==> src/rtl/fifo_arb_pkg.sv <==
// Shared types and helpers for the FIFO push arbiter.
package fifo_arb_pkg;

    typedef enum logic {
        IDLE  = 1'b0,
        GRANT = 1'b1
    } arb_state_t;

    function automatic int ID_W(input int n);
        return (n > 1) ? $clog2(n) : 1;
    endfunction

endpackage

==> src/rtl/fifo_push_arbiter_rr_pick.sv <==
// Round-robin picker: rotate requests so last_id+1 sits at bit 0,
// priority-encode the lowest set bit, then rotate the index back.
module rr_pick
    import fifo_arb_pkg::*;
#(
    parameter int N  = 4,
    parameter int IW = 2
) (
    input  logic [N-1:0]  req,
    input  logic [IW-1:0] last_id,
    output logic          found,
    output logic [IW-1:0] win
);

    logic [IW-1:0] start;
    logic [N-1:0]  rot;
    logic [IW-1:0] off;
    logic [IW:0]   sum;

    // N need not be a power of two, so the wraps are explicit compares.
    assign start = (last_id == IW'(N - 1)) ? '0 : last_id + 1'b1;
    assign rot   = N'({req, req} >> start);
    assign found = |req;

    always_comb begin
        off = '0;
        for (int k = N - 1; k >= 0; k--) begin
            if (rot[k]) off = IW'(k);
        end
    end

    assign sum = {1'b0, start} + {1'b0, off};
    assign win = (sum >= (IW + 1)'(N)) ? IW'(sum - (IW + 1)'(N)) : sum[IW-1:0];

endmodule

==> src/rtl/fifo_push_arbiter.sv <==
// Packet-locked round-robin arbiter sharing one FIFO push port among
// REQ_COUNT requesters; runs entirely in the FIFO write-clock domain.
module fifo_push_arbiter
    import fifo_arb_pkg::*;
#(
    parameter int REQ_COUNT  = 4,
    parameter int DATA_WIDTH = 32,
    parameter int MAX_BURST  = 8
) (
    input  logic                            MCLK,
    input  logic                            nRST,
    input  logic [REQ_COUNT-1:0]            REQ_VALID,
    input  logic [REQ_COUNT-1:0]            REQ_LAST,
    input  logic [REQ_COUNT*DATA_WIDTH-1:0] REQ_DATA,
    output logic [REQ_COUNT-1:0]            REQ_READY,
    output logic                            W_nEN,
    output logic [DATA_WIDTH-1:0]           W_DATA,
    input  logic                            W_FULL,
    output logic [ID_W(REQ_COUNT)-1:0]      GRANT_ID,
    output logic                            BUSY
);

    localparam int IW = ID_W(REQ_COUNT);
    localparam int CW = $clog2(MAX_BURST + 1);

    arb_state_t                           state;
    logic [IW-1:0]                        owner;
    logic [IW-1:0]                        last_id;
    logic [CW-1:0]                        beat_cnt;
    logic                                 found;
    logic [IW-1:0]                        win;
    logic                                 beat;
    logic                                 pkt_end;
    logic [REQ_COUNT-1:0][DATA_WIDTH-1:0] req_data_a;

    assign req_data_a = REQ_DATA;

    rr_pick #(
        .N  (REQ_COUNT),
        .IW (IW)
    ) u_pick (
        .req     (REQ_VALID),
        .last_id (last_id),
        .found   (found),
        .win     (win)
    );

    // Gating with nRST keeps a reset cycle from pushing a beat.
    always_comb begin
        beat             = nRST && (state == GRANT) && REQ_VALID[owner] && !W_FULL;
        REQ_READY        = '0;
        REQ_READY[owner] = beat;
        W_nEN            = !beat;
        W_DATA           = beat ? req_data_a[owner] : '0;
    end

    assign pkt_end  = REQ_LAST[owner] || (beat_cnt == CW'(MAX_BURST - 1));
    assign BUSY     = (state == GRANT);
    assign GRANT_ID = owner;

    always_ff @(posedge MCLK) begin
        if (!nRST) begin
            state    <= IDLE;
            owner    <= '0;
            last_id  <= IW'(REQ_COUNT - 1);
            beat_cnt <= '0;
        end else begin
            case (state)
                IDLE: begin
                    if (found) begin
                        owner    <= win;
                        last_id  <= win;
                        beat_cnt <= '0;
                        state    <= GRANT;
                    end
                end
                GRANT: begin
                    if (beat) begin
                        beat_cnt <= beat_cnt + 1'b1;
                        if (pkt_end) state <= IDLE;
                    end
                end
                default: state <= IDLE;
            endcase
        end
    end

endmodule

==> config.mk <==
export PLATFORM = sky130hd
export DESIGN_NAME = fifo_push_arbiter
export DESIGN_NICKNAME = d
export VERILOG_FILES = /design/src/rtl/fifo_arb_pkg.sv /design/src/rtl/fifo_push_arbiter_rr_pick.sv /design/src/rtl/fifo_push_arbiter.sv
export SDC_FILE = /design/constraint.sdc
export NUM_CORES = 1
export LEC_CHECK = 0
export CORE_MARGIN = 5
export CORE_UTILIZATION = 28
export CTS_CLUSTER_DIAMETER = 100
export DETAILED_ROUTE_END_ITERATION = 12
export PLACE_DENSITY = 0.82
export SETUP_SLACK_MARGIN = 0.5
export SYNTH_ARGS = -nofsm -noshare
export SYNTH_HDL_FRONTEND = slang
export SYNTH_HIERARCHICAL = 1
export SYNTH_SLANG_ARGS = --single-unit
==> constraint.sdc <==
create_clock -name MCLK -period 2.05 [get_ports MCLK]
set_input_delay 0.41 -clock MCLK [delete_from_list [all_inputs] [get_ports MCLK]]
set_output_delay 0.41 -clock MCLK [all_outputs]
set_load 0.005 [all_outputs]
# Word-level counts from Yosys, hierarchy flattened
# Index checks and enable logic that the tools add are counted.
[classes]
addsub = 4
mul = 0
div_mod_pow = 0
order_cmp = 3
eq_ne = 4
shift = 1
mux = 22
n_bitwise = 2
n_reduce_logical = 10
[op_table]
columns = ["op", "n"]
rows = [
  ["32-bit binary-select mux with 2-bit select", 1],
  ["32-bit two-way mux", 2],
  ["2-bit two-way mux", 6],
  ["4-bit two-way mux", 2],
  ["4-bit one-hot mux with 2 select lines", 1],
  ["8-bit by 2-bit >> shifter with 4-bit output", 1],
  ["1-bit two-way mux", 6],
  ["4-bit by 1-bit adder with 4-bit output, second input constant", 1],
  ["4-bit AND", 1],
  ["1-bit binary-select mux with 2-bit select", 2],
  ["4-bit by 3-bit equality test with 1-bit output, second input constant", 1],
  ["1-bit logical AND", 4],
  ["2-bit AND reduction", 2],
  ["4-bit OR reduction", 1],
  ["2-bit by 2-bit adder with 3-bit output", 1],
  ["3-bit greater-or-equal comparator, second input constant", 1],
  ["2-bit by 3-bit < comparator with 1-bit output, second input constant", 1],
  ["2-bit by 1-bit adder with 2-bit output, second input constant", 1],
  ["1-bit demux with 2-bit select", 1],
  ["2-bit equality test, second input constant", 1],
  ["2-bit by 1-bit greater-or-equal comparator with 1-bit output, second input constant", 1],
  ["1-bit zero test", 2],
  ["2-bit by 1-bit inequality test with 1-bit output, second input constant", 1],
  ["2-bit inequality test, second input constant", 1],
  ["other kinds (4)", 4],
]
[word_totals]
ff_bits = 9
latchBits = 0
ramBits = 0
romBits = 0
inputBits = 139
output_inout_bits = 40
wordCells = 50
mem_count = 0

# Longest topological paths before layout
# Gate-level depths: netlist (run 1).
[logic_depth]
depth_word = 10
mapped_depth = 6
ltp_nobuf = 6

# Hierarchy
# The synthesis (run 1) kept the hierarchy.
[by_module_without_submodules]
columns = ["mod", "n_inst", "cells_per_inst", "area_each_um2", "seq_area_each_um2"]
rows = [
  ["fifo_push_arbiter", 1, 133, 1486.4, 180.2],
  ["rr_pick", 1, 14, 98.8, 0.0],
]

# Worst setup path after synthesis (run 1)
# Ideal clock, no wire load.
[synth_timing]
kind = "reg-to-output"
startpoint = "reg owner[0], in the netlist GRANT_ID[0]"
endpoint = "out W_DATA[0]"
arrival_ps = 1498
required_time_ps = 1640
slack_ps = 142
path_stages_with_launch = 5
n_path_buf = 2
path_cell_list = "dfxtp_1 -> buf_4 -> buf_4 -> mux4_2 -> and3_1"
[synth_via]
elab_chain_len = 5
word_cells_on_any_way = 7
cone_classes = "mux: 5; reduce/logical: 2"
[synth_rtl]
columns = ["element", "line_no", "rtl"]
rows = [
  ["start, declared", "fifo_push_arbiter.sv:27", "logic [IW-1:0] owner;"],
  ["start signal, assigned", "fifo_push_arbiter.sv:71", "owner <= win;"],
  ["1-bit binary-select mux with 2-bit select", "fifo_push_arbiter.sv:50", "beat = nRST && (state == GRANT) && REQ_VALID[owner] && !W_FULL;"],
  ["1-bit two-way mux (implied by the code)", "fifo_push_arbiter.sv:50", ""],
  ["1-bit logical AND (2 in a row)", "fifo_push_arbiter.sv:50", ""],
  ["32-bit two-way mux *", "fifo_push_arbiter.sv:54", "W_DATA = beat ? req_data_a[owner] : '0;"],
  ["end, declared", "fifo_push_arbiter.sv:17", "output logic [DATA_WIDTH-1:0] W_DATA,"],
]
# Mark *: on every way between the ends. The rest lies on a longest branch, timed or not. The select of a mux whose other input is x is not followed.

# Final worst setup path (run 1)
[layout_timing]
startpoint = "reg owner[0], in the netlist GRANT_ID[0]"
endpoint = "out W_DATA[12]"
# The elaborated chain is that of the path after synthesis.

==> impl_metrics.toml, run 1 <==
[status]
status = "finished with violations"
violations = "negative setup slack"

[yosys]
synth_nets = 288
synthesis.area_sq_um = 1585
syn_area_per_cell_sq_um = 10.78
yosysWarnings = 6
ys_seq_elements = 9
synth_edf_count = 0
yosysUniqueCellTypes = 39
synthArstFlopShare = 0
synthFlopType = "dfxtp_1"
syn_inst = 147
yosysSeqAreaShare = 0.1137

[pwr]
p_sw_frac = 0.2976
seqPwrFrac = 0.133
p_leak_nw = 1.682
power_frac_clock = 0.146
pwr-share-comb = 0.720
ir_drop_uv = 338.6
power.switching_uw = 444.3
internal_power_mw = 1.049
cellPowerDensity_nw_per_um2 = 350.4

[sta]
finalSetupViolations = 33
final_max_slew_viol_count = 0
hold_viol = 0
finalCritPeriodShare = 1.109
post-route-min-period_ns = 2.273
maxSlewHeadroom = 0.8343
fin_ws_ns = -0.2230
rsz0062_at_grt = "true"
worst_pin_slew_ns = 0.2465
finalClockSkew_ns = 0.007678
fmax_mhz = 440.0

[floorplan]
coreArea_sq_um = 5507
dieArea_sq_um = 7267
die_height_um = 85.25
die_w_um = 85.25
fp-row-count = 27
io_pins = 179
start_util = 0.2879

[place]
finalWeightedCongestion = 0.8994
pre_cts_ws_ns = -0.5463
placed_area_sq_um = 3709
place_inst = 404
dp_hpwl_mm = 7.547
portBuffers = 178

[finish]
diodes = 0
multiInputGateArea_sq_um = 1499
stdcell_area_sq_um = 4260
final-seq-area_sq_um = 188.9
fillers = 350
stdcell_count = 431
mostFrequentLayoutCells = "clkdlybuf4s50_1, mux4_2, buf_6"
final_common_cell = "clkdlybuf4s50_1"
drive_above_1_share = 0.4680
nets = 501
areaGrowthSynthToFinish_pct = 168.7

[global_route]
grt-ovfl-total = 0
grt_pass1_wl_mm = 14.84
antenna_found_initial = 0
grt_max_degree = 21
grtUsageTotal = 0.2640
grt_pass1_vias = 2526

[cts]
clock_latency_ns = 0.24
tritoncts = "done"
cts_sinks = 9
root_buffer = "clkbuf_8"
h-tree-depth = 1
cts_buffer_depth = 2
cts_buffers = 3
cts.clk_slew.worst_paths_ns = 0.05

[setup_path]
path_class = "flip-flop to output pin"
rr_worst_depth = 7
cp_max_fo = 4
critPathArrivalTime_ns = 1.86
timing.critical_path.buf_inv = 4
cp.required_ns = 1.64
r2r-start = "GRANT_ID[0]"
cp_slowest_cell = "mux4_2"
cp-end-kind = "output pin"
startpoint_type = "flip-flop"
crit_start = "GRANT_ID[0]"
cp_top_family = "multiplexers"
slowest_delay_ns = 0.55
crit_chain = "mux4_2, buf_12, buf_8, clkbuf_16, and3_4, buf_6"
cp.depth = 6

[route]
m1WireLength_mm = 3.823
top_layer_used = "met4"
via_per_inst = 5.555
drt-total-wl_mm = 10.61
antenna_left = 0
wl_per_cell_um = 24.61
drc = 0
first_pass_iters = 4
dr_total_vias = 2394
drtIter0Drc = 83
wl_met3_um = 828
wl_met2_mm = 5.599

[flow_run]
maxCapViolations = 0

[worst_hold_path]
min-delay-path-class = "flip-flop to flip-flop"
holdCritStartpoint = "last_id[1]"
whs_path_depth = 2
[cell type report]
| type | instances | share of cell area |
|---|---|---|
| clock buffer | 4 | 0.01057 |
| timing repair buffer | 225 | 0.5695 |
| multi-input combinational | 118 | 0.3518 |
| inverter | 3 | 0.002643 |
| sequential | 9 | 0.04435 |
| tap | 72 | 0.02115 |
[worst register-to-register path: stages (launching register included)]
cell and delay (ns):
dfxtp_4 0.35, mux4_2 0.56, buf_12 0.17, buf_16 0.14
buf_6 0.11, buf_8 0.11, a21o_1 0.19, o311ai_1 0.27
[metal layers]
layer,global-route usage,vias up
met1,0.2938,1171
li1,-,1041
met4,0.06475,0
met2,0.5120,154
met5,0,-
met3,0.04563,28
[metrics by stage]
step / hold slack [ns] / utilization / total power, mW / TNS, ns
2_1_floorplan: 0.4413 / - / 0.5854 / 0
3_3_place_gp: 0.4661 / 0.6735 / 0.9934 / -18.05
3_5_place_dp: 0.4687 / 0.6735 / 1.012 / -19.40
4_1_cts: 0.4932 / 0.7392 / 1.413 / -5.304
5_1_grt: 0.5271 / 0.7737 / 1.556 / -5.900
6_report: 0.5112 / 0.7737 / 1.493 / -4.944
[final timing paths]
kind / slack, ns / endpoint
min: 0.51 / last_id[1]
max: -0.22 / W_DATA[12]
max reg2reg: 0.05 / beat_cnt[3]
min reg2reg: 0.51 / last_id[1]
[Yosys cell counts, drive strengths merged, types with 3 or more instances]
| cell | instances | share of area |
|---|---|---|
| nand2 | 12 | 0.028 |
| mux4 | 34 | 0.48 |
| clkbuf | 8 | 0.019 |
| a21oi | 5 | 0.018 |
| o21ai | 3 | 0.0095 |
| and3 | 33 | 0.13 |
| buf | 9 | 0.038 |
| inv | 3 | 0.0071 |
| nor2b | 3 | 0.012 |
| dfxtp | 9 | 0.11 |
[flip-flops by register name, indices dropped and copies added, names as in the netlist]
name      cells
GRANT_ID      2
last_id       2
beat_cnt      4
BUSY          1
[cells by family after synthesis]
family / synth area share
and+or+nand+nor: 0.2336
DFF: 0.1137
buffers and inverters: 0.06393
muxes: 0.4830
adders and majority gates: 0.01578
AOI/OAI and AO/OA: 0.08998
[power by group through the flow]
| stage | registers [mW] | logic, mW | clock network (mW) |
|---|---|---|---|
| after floorplan | 0.203 | 0.383 | 0 |
| after global placement | 0.212 | 0.782 | 0 |
| after detailed placement | 0.212 | 0.800 | 0 |
| after CTS | 0.198 | 0.994 | 0.220 |
| after global routing | 0.201 | 1.13 | 0.227 |
| final | 0.199 | 1.08 | 0.219 |
[what timing repair did]
action	CTS	global route
setup endpoints to repair	49	47
buffers inserted	13	4
gates cloned	4	2
hold buffers	0	0
pin swaps	11	5
gates resized for setup	210	26
Power figures use the tool's default switching activity.
==> run 2: changes to the inputs <==
CORE_MARGIN = default   (was 5)
PLACE_DENSITY = 0.8   (was 0.82)
==> impl_metrics.toml, run 2 (synthesized netlist as in run 1, its figures left out) <==
[status]
status = "finished with violations"
violations = "negative setup slack"

[sta]
fmax_mhz = 441.2
fin_tns_setup_ns = -5.598
post-route-min-period_ns = 2.267
hold_viol = 0
finalCritPeriodShare = 1.106
worst_pin_slew_ns = 0.2431
rsz0062_at_grt = "true"
finalClockSkew_ns = 0.001097
maxSlewHeadroom = 0.8365
fin_ws_ns = -0.2166
final_max_slew_viol_count = 0
hold_slack_ns = 0.4825
finalSetupViolations = 33

[route]
drc = 0
via_per_inst = 5.279
wl_per_cell_um = 19.97
drtIter0Drc = 84
drt-total-wl_mm = 8.669
dr_total_vias = 2291
antenna_left = 0
first_pass_iters = 4

[finish]
stdcell_count = 434
largest_reg_flops = 4
nets = 504
mostFrequentLayoutCells = "clkdlybuf4s50_1, buf_6, mux4_2"
diodes = 0
drive_above_1_share = 0.4503
regMostFlops = "beat_cnt"
areaGrowthSynthToFinish_pct = 168.8
final_common_cell = "clkdlybuf4s50_1"

[floorplan]
die_height_um = 77.25
coreArea_sq_um = 5473
dieArea_sq_um = 5967
fp-row-count = 27
start_util = 0.2897
io_pins = 179
die_w_um = 77.25

[cts]
cts_buffer_depth = 2
h-tree-depth = 1
hold_buffers = 0
cts_sinks = 9
cts.clk_slew.worst_paths_ns = 0.04
root_buffer = "clkbuf_8"
cts_buffers = 3
tritoncts = "done"
clock_latency_ns = 0.23

[global_route]
grt_max_degree = 24
grt-ovfl-total = 0
grtUsageTotal = 0.2904
grt_pass1_vias = 2449
antenna_found_initial = 0
grt_pass1_wl_mm = 13.23

[setup_path]
path_class = "flip-flop to output pin"
cp.required_ns = 1.64
cp_max_fo = 9
startpoint_type = "flip-flop"
cp-end-kind = "output pin"
critPathArrivalTime_ns = 1.86

[worst_hold_path]
min-delay-path-class = "flip-flop to flip-flop"

[pwr]
total_power_mw = 1.455
ir_drop_uv = 246.6
cellPowerDensity_nw_per_um2 = 341.3
p_leak_nw = 1.690

[flow_run]
maxCapViolations = 0

[place]
dp_hpwl_mm = 6.232
finalWeightedCongestion = 0.8303
pre_cts_ws_ns = -0.5545
portBuffers = 178
place_inst = 400
run 2: cell type report:
class / instances / area [sq um]
fillers: 352 / 1211
clock buffers: 4 / 45.04
well taps: 72 / 90.09
inverters: 3 / 11.26
multi-input cells: 118 / 1491
flip-flops and latches: 9 / 188.9
repair buffers: 228 / 2435
run 2: worst paths after layout:
path | startpoint | endpoint | slack, ns | depth (start not counted)
worst max register to register | GRANT_ID[0] | beat_cnt[3] | 0.03 | 7
worst min-delay path | last_id[1] | last_id[1] | 0.48 | 2
worst min register to register | last_id[1] | last_id[1] | 0.48 | 2
worst max-delay path | GRANT_ID[0] | W_DATA[6] | -0.22 | 6
run 2: critical path, cell delays in order (launching register included):
cell and delay [ns]:
dfxtp_4 0.35, mux4_2 0.57, buf_12 0.16, buf_12 0.12, buf_16 0.13, and3_1 0.16, buf_2 0.12
run 2: per-layer routing:
| layer | vias up | GRT usage | routed length (um) |
|---|---|---|---|
| met5 | - | 0 | 0 |
| met4 | 0 | 0.1113 | 337 |
| met3 | 30 | 0.05476 | 542 |
| met2 | 111 | 0.5398 | 4511 |
| met1 | 1091 | 0.3221 | 3278 |
| li1 | 1059 | - | - |
run 2: repair_timing:
item	CTS	global route
setup endpoints to repair	49	47
setup buffers	23	2
pin swaps	6	0
resized for setup	181	37
cloned	4	1
run 2: report_power, final:
part	internal, mW	total (mW)	switching, mW	leakage (nW)
clock	0.136	0.206	0.0708	0.0228
sequential	0.188	0.200	0.0119	0.0753
combinational	0.716	1.05	0.332	1.59
total	1.04	1.45	0.415	1.69
run 2: per-stage QoR:
stage / area, sq um / util
final: 4262 / 0.7787
after CTS: 4066 / 0.7430
after detailed placement: 3654 / 0.6676
after global routing: 4262 / 0.7787
after floorplan: 1715 / -
after global placement: 3654 / 0.6676
